[src/rtl/fib_seq_gen_if.sv]
// Fibonacci sequence generator bus.
// Groups the request side (start, seeds, length, overflow policy), the term
// stream (out_data/out_valid/out_ready) and the status flags (busy, done,
// overflow). The clock and reset are not part of this bundle.
//   master : requester / consumer (drives start, seeds, length, wrap_mode, out_ready)
//   slave  : generator (drives out_data, out_valid, busy, done, overflow)
interface fib_seq_gen_if #(
    parameter int WIDTH = 8,
    parameter int LEN_W = 8
);
    logic             start;
    logic [WIDTH-1:0] seed0;
    logic [WIDTH-1:0] seed1;
    logic [LEN_W-1:0] length;
    logic             wrap_mode;
    logic [WIDTH-1:0] out_data;
    logic             out_valid;
    logic             out_ready;
    logic             busy;
    logic             done;
    logic             overflow;

    modport master (
        output start, seed0, seed1, length, wrap_mode, out_ready,
        input  out_data, out_valid, busy, done, overflow
    );

    modport slave (
        input  start, seed0, seed1, length, wrap_mode, out_ready,
        output out_data, out_valid, busy, done, overflow
    );
endinterface

[src/rtl/fib_seq_gen.sv]
// Fibonacci sequence generator.
// On an accepted start it emits `length` terms beginning with seed0, seed1,
// each later term being the sum of the two before it. Each term is offered
// with a valid/ready handshake. On overflow, the policy captured at start
// either wraps the term modulo 2^WIDTH or saturates it to all-ones. Either
// way, a sticky overflow flag is set.
// Ports:
//   clk   - single clock, rising edge
//   rst_n - asynchronous active-low reset
//   bus   - fib_seq_gen_if slave modport (request, term stream, status)
module fib_seq_gen #(
    parameter int WIDTH = 8,
    parameter int LEN_W = 8
) (
    input  logic          clk,
    input  logic          rst_n,
    fib_seq_gen_if.slave  bus
);

    localparam logic [1:0] ST_IDLE = 2'd0;
    localparam logic [1:0] ST_RUN  = 2'd1;
    localparam logic [1:0] ST_DONE = 2'd2;

    logic [1:0]       state_q,     state_d;
    logic [WIDTH-1:0] prev_q,      prev_d;
    logic [WIDTH-1:0] curr_q,      curr_d;
    logic [WIDTH-1:0] out_data_q,  out_data_d;
    logic [LEN_W-1:0] remaining_q, remaining_d;
    logic             mode_q,      mode_d;
    logic             overflow_q,  overflow_d;
    logic             out_valid_q, out_valid_d;
    logic             busy_q,      busy_d;
    logic             done_q,      done_d;

    logic [WIDTH:0]   next_s;
    logic             accept_s;

    // One extra bit so the carry out of the addition is visible.
    assign next_s   = {1'b0, prev_q} + {1'b0, curr_q};
    // The generator offers a term in every RUN cycle, so out_valid is implied here.
    assign accept_s = (state_q == ST_RUN) && bus.out_ready;

    // Next-state and datapath logic.
    always_comb begin
        state_d     = state_q;
        prev_d      = prev_q;
        curr_d      = curr_q;
        remaining_d = remaining_q;
        mode_d      = mode_q;
        overflow_d  = overflow_q;
        case (state_q)
            ST_IDLE: begin
                if (bus.start) begin
                    prev_d      = bus.seed0;
                    curr_d      = bus.seed1;
                    remaining_d = bus.length;
                    mode_d      = bus.wrap_mode;
                    overflow_d  = 1'b0;
                    if (bus.length != LEN_W'(0)) begin
                        state_d = ST_RUN;
                    end else begin
                        state_d = ST_DONE;
                    end
                end else begin
                    state_d = ST_IDLE;
                end
            end
            ST_RUN: begin
                if (accept_s) begin
                    prev_d      = curr_q;
                    remaining_d = remaining_q - LEN_W'(1);
                    if (next_s[WIDTH]) begin
                        overflow_d = 1'b1;
                        if (mode_q) begin
                            curr_d = next_s[WIDTH-1:0];
                        end else begin
                            curr_d = {WIDTH{1'b1}};
                        end
                    end else begin
                        curr_d = next_s[WIDTH-1:0];
                    end
                    if (remaining_q == LEN_W'(1)) begin
                        state_d = ST_DONE;
                    end else begin
                        state_d = ST_RUN;
                    end
                end else begin
                    state_d = ST_RUN;
                end
            end
            ST_DONE: begin
                state_d = ST_IDLE;
            end
            default: begin
                state_d = ST_IDLE;
            end
        endcase
    end

    // Output flops are loaded from the upcoming state. This makes them
    // line up with state_q without any combinational decode at the ports.
    // out_data freezes on the last emitted term once RUN is left.
    always_comb begin
        out_valid_d = (state_d == ST_RUN);
        busy_d      = (state_d == ST_RUN);
        done_d      = (state_d == ST_DONE);
        if (state_d == ST_RUN) begin
            out_data_d = prev_d;
        end else begin
            out_data_d = out_data_q;
        end
    end

    // State and output registers with asynchronous clear.
    always_ff @(posedge clk or negedge rst_n) begin
        if (!rst_n) begin
            state_q     <= ST_IDLE;
            prev_q      <= {WIDTH{1'b0}};
            curr_q      <= {WIDTH{1'b0}};
            out_data_q  <= {WIDTH{1'b0}};
            remaining_q <= {LEN_W{1'b0}};
            mode_q      <= 1'b0;
            overflow_q  <= 1'b0;
            out_valid_q <= 1'b0;
            busy_q      <= 1'b0;
            done_q      <= 1'b0;
        end else begin
            state_q     <= state_d;
            prev_q      <= prev_d;
            curr_q      <= curr_d;
            out_data_q  <= out_data_d;
            remaining_q <= remaining_d;
            mode_q      <= mode_d;
            overflow_q  <= overflow_d;
            out_valid_q <= out_valid_d;
            busy_q      <= busy_d;
            done_q      <= done_d;
        end
    end

    assign bus.out_data  = out_data_q;
    assign bus.out_valid = out_valid_q;
    assign bus.busy      = busy_q;
    assign bus.done      = done_q;
    assign bus.overflow  = overflow_q;

endmodule

[src/flat_wrapper.sv]
// flat-port wrapper written by rule: the top's interface ports become plain ports
module fib_seq_gen_flat 
#(
    parameter int WIDTH = 8,
    parameter int LEN_W = 8
)
  (clk, rst_n, bus_start, bus_seed0, bus_seed1, bus_length, bus_wrap_mode, bus_out_ready, bus_out_data, bus_out_valid, bus_busy, bus_done, bus_overflow);
  fib_seq_gen_if #(.WIDTH(WIDTH), .LEN_W(LEN_W)) bus_i ();
  input  logic clk;
  input  logic rst_n;
  input wire logic [$bits(bus_i.start)-1:0] bus_start;
  input wire logic [$bits(bus_i.seed0)-1:0] bus_seed0;
  input wire logic [$bits(bus_i.seed1)-1:0] bus_seed1;
  input wire logic [$bits(bus_i.length)-1:0] bus_length;
  input wire logic [$bits(bus_i.wrap_mode)-1:0] bus_wrap_mode;
  input wire logic [$bits(bus_i.out_ready)-1:0] bus_out_ready;
  output wire logic [$bits(bus_i.out_data)-1:0] bus_out_data;
  output wire logic [$bits(bus_i.out_valid)-1:0] bus_out_valid;
  output wire logic [$bits(bus_i.busy)-1:0] bus_busy;
  output wire logic [$bits(bus_i.done)-1:0] bus_done;
  output wire logic [$bits(bus_i.overflow)-1:0] bus_overflow;
  assign bus_i.start = bus_start;
  assign bus_i.seed0 = bus_seed0;
  assign bus_i.seed1 = bus_seed1;
  assign bus_i.length = bus_length;
  assign bus_i.wrap_mode = bus_wrap_mode;
  assign bus_i.out_ready = bus_out_ready;
  assign bus_out_data = bus_i.out_data;
  assign bus_out_valid = bus_i.out_valid;
  assign bus_busy = bus_i.busy;
  assign bus_done = bus_i.done;
  assign bus_overflow = bus_i.overflow;
  fib_seq_gen #(.WIDTH(WIDTH), .LEN_W(LEN_W)) u_core (.clk(clk), .rst_n(rst_n), .bus(bus_i));
endmodule
[config.mk]
export PLATFORM = sky130hd
export DESIGN_NAME = fib_seq_gen_flat
export DESIGN_NICKNAME = d
export VERILOG_FILES = /design/src/rtl/fib_seq_gen_if.sv /design/src/rtl/fib_seq_gen.sv /design/src/flat_wrapper.sv
export SDC_FILE = /design/constraint.sdc
export NUM_CORES = 1
export LEC_CHECK = 0
export CORE_MARGIN = 5
export CORE_UTILIZATION = 35
export CTS_CLUSTER_SIZE = 14
export DETAILED_ROUTE_END_ITERATION = 10
export GPL_ROUTABILITY_DRIVEN = 0
export SYNTH_ARGS = -nofsm -noshare
export SYNTH_HDL_FRONTEND = slang
export SYNTH_SLANG_ARGS = --single-unit
export TNS_END_PERCENT = 30
[constraint.sdc]
create_clock -name clk -period 5.95 [get_ports clk]
set_input_delay 1.19 -clock clk [delete_from_list [all_inputs] [get_ports clk]]
set_output_delay 1.19 -clock clk [all_outputs]
set_load 0.005 [all_outputs]
; Yosys cells after proc, flatten, opt, wreduce, memory -nomap -nowiden
; Index checks and enable logic that the tools add are counted.
[classes]
mul = 0
n_div = 0
n_reduce_logical = 7
n_lt_le_gt_ge = 0
muxes = 20
bitwise_logic = 0
eq_ne = 7
addsub = 2
shift = 0
[op_table]
columns = cell, count
row1 = 2-to-1 mux 8 bit, 8
row2 = case mux 8 bit (2 select lines), 3
row3 = adder 8 x 8 -> 9 bit, 1
row4 = equality test 8 x 1 -> 1 bit (second input constant), 1
row5 = 2-to-1 mux 2 bit, 4
row6 = nonzero test 8 bit, 1
row7 = subtractor 8 x 1 -> 8 bit (second input constant), 1
row8 = equality test 2 x 1 -> 1 bit (second input constant), 2
row9 = inequality test 2 x 1 -> 1 bit (second input constant), 2
row10 = case mux 2 bit (2 select lines), 1
row11 = AND reduction 4 bit, 1
row12 = 2-to-1 mux 1 bit, 3
row13 = AND reduction 3 bit, 1
row14 = equality test 2 bit (second input constant), 1
row15 = zero test 2 bit, 1
row16 = inequality test 2 bit (second input constant), 1
row17 = case mux 1 bit (2 select lines), 1
row18 = AND reduction 2 bit, 1
row19 = nonzero test 2 bit, 1
row20 = logical AND 1 bit, 1
[totals]
latchBits = 0
ff_bits = 38
memories = 0
rom_bits = 0
word_cells = 45
output_inout_bits = 12
in_bits = 29
mem_bits_rw = 0

; Logic depth before layout (Yosys ltp)
[logic_depth]
ltp_word = 5
mapped_depth = 8
ltp_nobuf = 8

; Worst setup path before layout
; No wires, ideal clock.
[synth_timing]
path_kind = input to register
startpoint = in bus_start
endpoint = reg u_core.curr_q[5]
setup_slack_ps = 3673
stages = 6
t_required_ps = 5822
setup_time_ps = 128
n_path_buf = 1
t_arrival_ps = 2149
path_cell_list = nor3b_2 > nor2_1 > buf_2 > or3_1 > o21ai_0 > a21oi_1
[synth_between]
elab_chain_cells = 2
[synth_rtl]
columns = item, line_no
row1 = "start, declared", flat_wrapper.sv:11  ; input wire logic [$bits(bus_i.start)-1:0] bus_start;
row2 = inequality test 2 bit (no source line), n/a
row3 = AND reduction 3 bit (no source line), n/a
row4 = "end signal, assigned", fib_seq_gen.sv:119  ; curr_q <= {WIDTH{1'b0}};
row5 = "end signal, assigned", fib_seq_gen.sv:130  ; curr_q <= curr_d;
row6 = "end, declared", fib_seq_gen.sv:26  ; logic [WIDTH-1:0] curr_q, curr_d;
; No other way between the ends.
; A chain may end at the register's enable or synchronous reset.

; Worst setup path after layout
[layout_timing]
startpoint = in bus_out_ready
endpoint = reg u_core.curr_q[3]
[layout_between]
elab_chain_cells = 3
[layout_rtl]
columns = item, line_no
row1 = "start, declared", flat_wrapper.sv:16  ; input wire logic [$bits(bus_i.out_ready)-1:0] bus_out_ready;
row2 = logical AND 1 bit, fib_seq_gen.sv:41  ; assign accept_s = (state_q == ST_RUN) && bus.out_ready;
row3 = inequality test 2 x 1 -> 1 bit (no source line), n/a
row4 = AND reduction 3 bit (no source line), n/a
; No other way between the ends.

==> impl_metrics.json <==
{
  "status": "finished clean",
  "initial_core_util_pct": 36.0,
  "postRouteWirelength_um": 5100,
  "synth_warnings": 0,
  "syn2layout_area_growth_pct": 25.7,
  "grt_pass1_vias": 1786,
  "worstSetupEndpointType": "flip-flop",
  "multi_input_area_mm2": 0.00108,
  "via_count": 1727,
  "numClockSinks": 38,
  "crit_fanout": 13,
  "seq_area_um2": 951,
  "wl_per_cell_um": 15.4,
  "cts_hold_buf": 0,
  "fmax_mhz": 326,
  "die-area_mm2": 0.00770,
  "firstDrtPassIters": 4,
  "grt_pass1_wl_um": 8710,
  "fp.dieW_um": 87.8,
  "cts_max_level": 2,
  "insertion_delay_ns": 0.30,
  "synth_edf_count": 0,
  "ant_nets": 0,
  "worstRegToRegCells": 8,
  "required_ns": 6.09,
  "synth_area_per_cell_um2": 9.76,
  "finalSetupViolations": 0,
  "numCtsBuffers": 5,
  "grt_max_degree": 39,
  "track_usage_pct": 14.5,
  "async_flop_share_pct": 100,
  "drt_iter0_markers": 115,
  "ioPinCount": 41,
  "hpwl_um": 3530,
  "comb_power_share_pct": 57.5,
  "p_int_uw": 923,
  "ys_seq_area_share_pct": 44.9,
  "ys.flop_type": "dfrtp_1",
  "fin_util_pct": 45.2,
  "cts_buffer_depth": 2,
  "synth_cell_types": 44,
  "die_h_um": 87.8,
  "ctsResizeCount": 0,
  "grt_overflow_total": 0,
  "drc": 0,
  "final_area_mm2": 0.00266,
  "power_frac_seq_pct": 30.6,
  "drive_gt1_share_pct": 9.34,
  "cts_tree": "yes",
  "placementRows": 28,
  "hold_violations": 0,
  "holdWs_ns": 0.493,
  "cellPowerDensity_mw_per_mm2": 594,
  "maxSlewViolCount": 0,
  "design.core.area_mm2": 0.00589,
  "routed_via_density": 5.20,
  "hold_class": "flip-flop to flip-flop",
  "clock-root-buffer": "clkbuf_8",
  "port_buffers": 40,
  "fin_nets": 296,
  "final_common_cell": "clkdlybuf4s50_1",
  "antenna_found_initial": 0,
  "fin_tns_setup_ns": 0,
  "p_clk_share_pct": 11.9,
  "syn_inst": 217,
  "worstSetupStartpointType": "input pin",
  "cp.arrival_ns": 3.20,
  "tightest_slew_ns": 0.858,
  "p_leak_uw": 0.00114,
  "clock-skew-final_ns": 0.00846,
  "relSlewSlack_pct": 42.8,
  "dpl_cell_area_mm2": 0.00257,
  "net-switching-power_uw": 658,
  "clk_pin_slew_ns": 0.08,
  "min_path_cells": 2,
  "post_cts_buffers": 0,
  "synth_fp_nets": 257,
  "rsz0062_at_grt": "false",
  "fin_crit_sh_pct": 51.5,
  "cap_violations": 0,
  "switching_share_pct": 41.6,
  "antenna_cells": 0,
  "ys_ff_latch": 38,
  "layout_common_cells": "39 x clkdlybuf4s50_1, 38 x dfrtp_1, 25 x nand2_1",
  "n_fill_cell": 584,
  "min_period_ns": 3.07,
  "syn_area_mm2": 0.00212,
  "peakVddDrop_uv": 209,
  "critPathKind": "input pin to flip-flop"
}
==> Yosys cell counts (2+ instances only) <==
cell / count / share of area (%)
o21ai_0: 20 / 4.7
a21oi_1: 18 / 4.3
nand3_1: 5 / 1.2
xor2_1: 5 / 2.1
mux2_4: 8 / 5.7
inv_1: 7 / 1.2
nand2_1: 25 / 4.4
o21ai_1: 2 / 0.47
nor2_1: 11 / 2.0
a22oi_1: 8 / 2.8
clkbuf_1: 2 / 0.35
nor3_1: 5 / 1.2
a31oi_1: 5 / 1.5
or3_1: 6 / 1.8
nand2b_1: 3 / 0.89
buf_4: 2 / 0.71
o22ai_1: 5 / 1.5
buf_2: 5 / 1.2
dfrtp_1: 38 / 45
nor4_1: 2 / 0.59
nor2b_1: 3 / 0.89
ha_1: 10 / 5.9
==> critical path, cell delays in order <==
cell and delay (ns):
clkdlybuf4s50_1 0.46, and3b_1 0.52, nor2_1 0.32, buf_4 0.27, or3_1 0.30, o21ai_0 0.08
a31oi_1 0.06
==> state kept, by name (all words and copies together), names as in the netlist <==
register and count:
u_core.bus.done 1, u_core.bus.out_data 8, u_core.bus.out_valid 1, u_core.bus.overflow 1, u_core.curr_q 8, u_core.mode_q 1
u_core.prev_q 8, u_core.remaining_q 8, u_core.state_q 2
==> logic make-up (layout without fill, tap and decap cells) <==
logic type               count (synthesis)  count (layout)  share of synthesized area [%]
flip-flops                              38              38                           44.9
buffers and inverters                   18              58                           3.96
AND/OR/NAND/NOR                         69              69                           16.8
AO/OA/AOI/OAI                           67              67                           19.3
multiplexers                             8               8                           5.67
adder cells (fa/ha/maj)                 11              11                           6.86
XOR/XNOR                                 6               6                           2.48
==> path summary, 6_finish.rpt <==
path	startpoint	to	slack [ns]
max	bus_out_ready	u_core.curr_q[3]	2.88
min reg2reg	u_core.mode_q	u_core.mode_q	0.49
max reg2reg	u_core.curr_q[0]	u_core.curr_q[3]	3.67
max in group asynchronous	rst_n	u_core.remaining_q[6]	4.41
min in group asynchronous	rst_n	u_core.bus.out_data[6]	1.00
min	u_core.mode_q	u_core.mode_q	0.49
==> layout make-up <==
cell class | count | share of cell area (%)
clock buffer | 7 | 3.24
sequential | 38 | 35.7
clock inverter | 1 | 0.188
timing repair buffer | 42 | 15.4
tap | 75 | 3.53
multi-input combinational | 161 | 40.7
inverter | 8 | 1.22
==> power groups by stage <==
stage	Clock [µW]	Sequential, µW	Combinational (µW)
floorplan	0	469	681
global placement	0	486	901
detailed placement	0	486	909
CTS	192	483	918
global route	201	503	1040
finish	188	484	909
==> metal layers <==
metal	global-route usage, %	vias to the layer above	share of wire [%]
li1	-	858	-
met1	21.2	820	50
met2	20.5	41	43
met3	3.76	8	4.7
met4	5.16	0	1.9
met5	0	-	0
==> metrics by stage <==
| stage | power [µW] | std cells | setup WS [ns] |
|---|---|---|---|
| after global routing | 1750 | 332 | 2.73 |
| after CTS | 1590 | 332 | 2.86 |
| after global placement | 1390 | 324 | 2.59 |
| after floorplan | 1150 | 217 | 3.67 |
| final | 1580 | 332 | 2.88 |
| after detailed placement | 1400 | 324 | 2.55 |
Power figures use the tool's default switching activity.
==> edit 1, RTL diff (same settings) <==
`LEN_W` is set to 8 in 3 places; all go to 16.
--- a/src/rtl/fib_seq_gen_if.sv
+++ b/src/rtl/fib_seq_gen_if.sv
@@ -7,5 +7,5 @@
 interface fib_seq_gen_if #(
     parameter int WIDTH = 8,
-    parameter int LEN_W = 8
+    parameter int LEN_W = 16
 );
     logic             start;
--- a/src/rtl/fib_seq_gen.sv
+++ b/src/rtl/fib_seq_gen.sv
@@ -11,5 +11,5 @@
 module fib_seq_gen #(
     parameter int WIDTH = 8,
-    parameter int LEN_W = 8
+    parameter int LEN_W = 16
 ) (
     input  logic          clk,
--- a/src/flat_wrapper.sv
+++ b/src/flat_wrapper.sv
@@ -3,5 +3,5 @@
 #(
     parameter int WIDTH = 8,
-    parameter int LEN_W = 8
+    parameter int LEN_W = 16
 )
   (clk, rst_n, bus_start, bus_seed0, bus_seed1, bus_length, bus_wrap_mode, bus_out_ready, bus_out_data, bus_out_valid, bus_busy, bus_done, bus_overflow);
Interface: changed (resized bus_length); port bits go from 41 to 49. The function was not compared with the original's and may differ.
==> edit 1 against the unedited design <==
- core utilization down 1.6 points
- wire length up 36%
- non-clock buffer count up 8
- sequential cell count up 8
- power down 21%
- maximum frequency down 9.3%
- critical path type unchanged
- design area up 25%
- highest routed layer unchanged
- synthesized area up 27%
- worst setup slack worse by 0.31 ns
- critical path depth down 2
==> edit 1: results (changes against the unedited design) <==
* Crit Path Max Fanout at 29 (+16)
* First-pass GRT wire length at 11400 µm (+31%)
* M1 WL at 3430 µm (+34%)
* Synth Area in XOR/XNOR at 0.0163 (-0.00848)
* Critical Path Slowest Stage Cell: o21ba_2
* Clock Skew at 0.0113 ns (+0.00287 ns)
* 1st-iter DRT viols at 127 (+10%)
* Yosys cell types at 51 (+16%)
* Levels on crit path at 5 (-2)
* Fillers at 750 (+28%)
* Port bufs at 48 (+20%)
* Layout net count at 383 (+29%)
* Mux contribution to synthesized area at 0.0416 (-0.0152)
* Layout cell share with drive strength beyond 1 at 0.0952 (+0.00185)
* Worst Max-Slew Pin Slew at 1.06 ns (+0.199 ns)
* Synth cell count leaders: dfrtp_1, nand2_1, a21oi_1, o21ai_0, nor2_1
* Largest net degree at the start of global routing at 47 (+21%)
* Met1 usage at 0.208 (-0.00459)
* Synth area leaders: dfrtp_1, a21oi_1, nand2_1
* Outcome: complete, no violations
* Met2 usage at 0.231 (+0.0261)
* Worst vdd ir at 142 µV (-32%)
* Gr usage total at 0.147 (+0.00213)
* Vias at 2365 (+37%)
* Net Switching at 481 µW (-27%)
* Vias in the first global route at 2283 (+28%)
* DR WL met3 at 365 µm (+53%)
* Seq/Total Area, Yosys at 0.430 (-0.0195)
* Crit path largest cell delay at 0.68 ns (+0.16 ns)
* Met2 WL at 3110 µm (+41%)
* Via density at 5.40 (+3.8%)
## edit 1: cell count changes after synthesis, moves of 9 or more
| cell | change |
|---|---|
| a21oi_1 | +12 |
| mux2_2 | +9 |
| clkbuf_1 | +11 |
| o21ai_0 | +10 |
| nand2_1 | +15 |
## edit 1: area by class of cell
cell class / count / share of cell area
Clock buffer: 6 / 0.0219
Clock inverter: 2 / 0.00414
Inverter: 8 / 0.00904
Multi-Input combinational cell: 224 / 0.432
Sequential cell: 46 / 0.347
Tap cell: 102 / 0.0384
Timing Repair Buffer: 50 / 0.148
## edit 1: power groups by stage
stage / combinational, µW / sequential (µW) / clock (µW)
detailed placement: 535 / 516 / 0
global route: 619 / 526 / 211
global placement: 522 / 512 / 0
CTS: 540 / 510 / 199
finish: 537 / 511 / 194
floorplan: 391 / 489 / 0
## edit 1: path summary, 6_finish.rpt
path	startpoint	end	slack (ns)
hold reg to reg	u_core.bus.overflow	u_core.bus.overflow	0.51
setup / recovery	bus_start	u_core.bus.out_data[5]	2.57
min in group asynchronous	rst_n	u_core.curr_q[4]	1.08
setup reg to reg	u_core.remaining_q[1]	u_core.bus.out_data[5]	3.41
hold / removal	u_core.bus.overflow	u_core.bus.overflow	0.51
max in group asynchronous	rst_n	u_core.remaining_q[3]	4.23
## edit 1: stage by stage
stage,setup WS (ns),hold WS [ns],cell area (µm²),total power [µW]
after global placement,2.28,0.488,3230,1030
after global routing,2.40,0.525,3320,1360
final,2.57,0.508,3320,1240
after detailed placement,2.24,0.492,3230,1050
after CTS,2.56,0.510,3320,1250
after floorplan,3.38,0.473,2680,880
## edit 1: worst register-to-register path: stages (launching register included)
cell and delay, ns:
dfrtp_1 0.41, inv_1 0.10, ha_1 0.14, or4b_2 0.64
nor4_4 0.27, a21oi_2 0.12, a31oi_4 0.37, mux2_2 0.38
==> edit 2, RTL diff (config.mk and constraints unchanged) <==
Without the edit above. Make the reset (`rst_n`) synchronous in one clocked block. Comments in the files are not updated.
--- a/src/rtl/fib_seq_gen.sv
+++ b/src/rtl/fib_seq_gen.sv
@@ -113,5 +113,5 @@
 
     // State and output registers with asynchronous clear.
-    always_ff @(posedge clk or negedge rst_n) begin
+    always_ff @(posedge clk) begin
         if (!rst_n) begin
             state_q     <= ST_IDLE;
Function: differs if rst_n is asserted again (counterexample within 4 cycles, from zero or initial values and one cycle with rst_n low); with rst_n held inactive, the same outputs for 4 cycles.
==> edit 2 against the unedited design <==
- global-route usage is 1.1 points higher
- wire length rose by 12%
- sequential cell count unchanged
- largest cell class unchanged
- highest routed layer unchanged
- worst setup slack worse by 0.35 ns
- design area decreased by 0.89%
- synthesized area increased by 2.0%
- maximum frequency is 10% lower
- non-clock buffer count shrank 2
- die area grew 1.7%
- count of clock-buffer cells in the layout unchanged
Power is not compared: it rests on default switching activity, and its combinational part moved more than twofold at a synthesized area within 25%.
==> edit 2: results (changes against the unedited design) <==
* Outcome: complete, no violations
* Crit path largest cell delay at 0.96 ns (+0.44 ns)
* 1st-iter DRT viols at 106 (-7.8%)
* First-pass GRT wire length at 9400 µm (+8.0%)
* M1 WL at 2610 µm (+1.8%)
* Clock Skew at 0.0104 ns (+0.00190 ns)
* Met1 usage at 0.203 (-0.00884)
* Synthesized net count at 303 (+18%)
* Final Power at 676 µW
* Synth cell count leaders: dfxtp_1, nor2_1, a21oi_1, nand2_1, o21ai_0
* Layout net count at 332 (+12%)
* HPWL after DPL at 3860 µm (+9.4%)
* Ys Warns at 0 (unchanged)
* DR WL met3 at 381 µm (+59%)
* Crit path max-delay family: buffers and inverters
* Worst R2R Setup Slack at 3.54 ns (-0.13 ns)
* Post-synthesis cell count at 263 (+21%)
* Post-synth ARST share at 0 (-1.00)
* DR top layer: met4
* Critical Path End: u_core.curr_q[6]
* Critical path startpoint: rst_n
* Reg-to-reg endpoint: u_core.curr_q[4]
* Critical Path Slowest Stage Cell: clkinv_1
* Worst Hold Launch: u_core.bus.overflow
* Area after DPL at 2530 µm² (-1.5%)
* Synth area leaders: dfxtp_1, a21oi_1, ha_1
* Reg2reg start: u_core.state_q[0]
* Vias in the first global route at 1910 (+6.9%)
* Via density at 5.43 (+4.4%)
* Gr usage total at 0.156 (+0.0108)
* Fin Hold WS at 0.470 ns (-0.0234 ns)
* Vias at 1998 (+16%)
* Layout cell share with drive strength beyond 1 at 0.0512 (-0.0422)
* Seq/Total Area, Yosys at 0.352 (-0.0967)
* Rel. slew slack at 0.357 (-0.0713)
* Setup slack at placement at 2.19 ns (-0.359 ns)
* Met3 Track Usage GR at 0.0410 (+0.00334)
* Reg2Reg Depth at 3 (-5)
* Worst-path clk slew at 0.08 ns (about the same)
* Yosys cell types at 51 (+16%)
* Placed cells at 360 (+11%)
* WHS Endpoint: u_core.bus.overflow
* Clock root buffer: clkbuf_8
* Met2 usage at 0.253 (+0.0481)
* Post-cts resize count at 0 (unchanged)
* Crit Path Max Fanout at 34 (+21)
* Largest net degree at the start of global routing at 35 (-10%)
* Worst path arrival time at 3.58 ns (+0.38 ns)
-- edit 2: changes by cell type after synthesis, sizes merged, moves of 5 or more --
cell    before  now
nor2        11   32
dfrtp       38    0
a221oi       0    5
mux2         8    0
o31ai        1    8
a21oi       18   28
or3          6    0
a32oi        0    8
nand3        5   11
nand2       25   17
o21ai       22   17
a22oi        9    3
clkbuf       2    7
dfxtp        0   38
-- edit 2: layout make-up --
type | instances | area (µm²)
fillers | 606 | 3320
multi-input cells | 197 | 1240
flip-flops and latches | 38 | 761
repair buffers | 40 | 400
well taps | 75 | 93.8
clock buffers | 7 | 76.3
inverters | 10 | 37.5
clock inverters | 1 | 30.0
-- edit 2: logic make-up (layout without fill, tap and decap cells) --
kind of cell	after synthesis	in the layout	share of synthesized area
AND/OR/NAND/NOR	90	90	0.206
buffers and inverters	28	58	0.0736
flip-flops	38	38	0.352
adder cells (fa/ha/maj)	11	11	0.0672
AO/OA/AOI/OAI	90	90	0.277
XOR/XNOR	6	6	0.0243
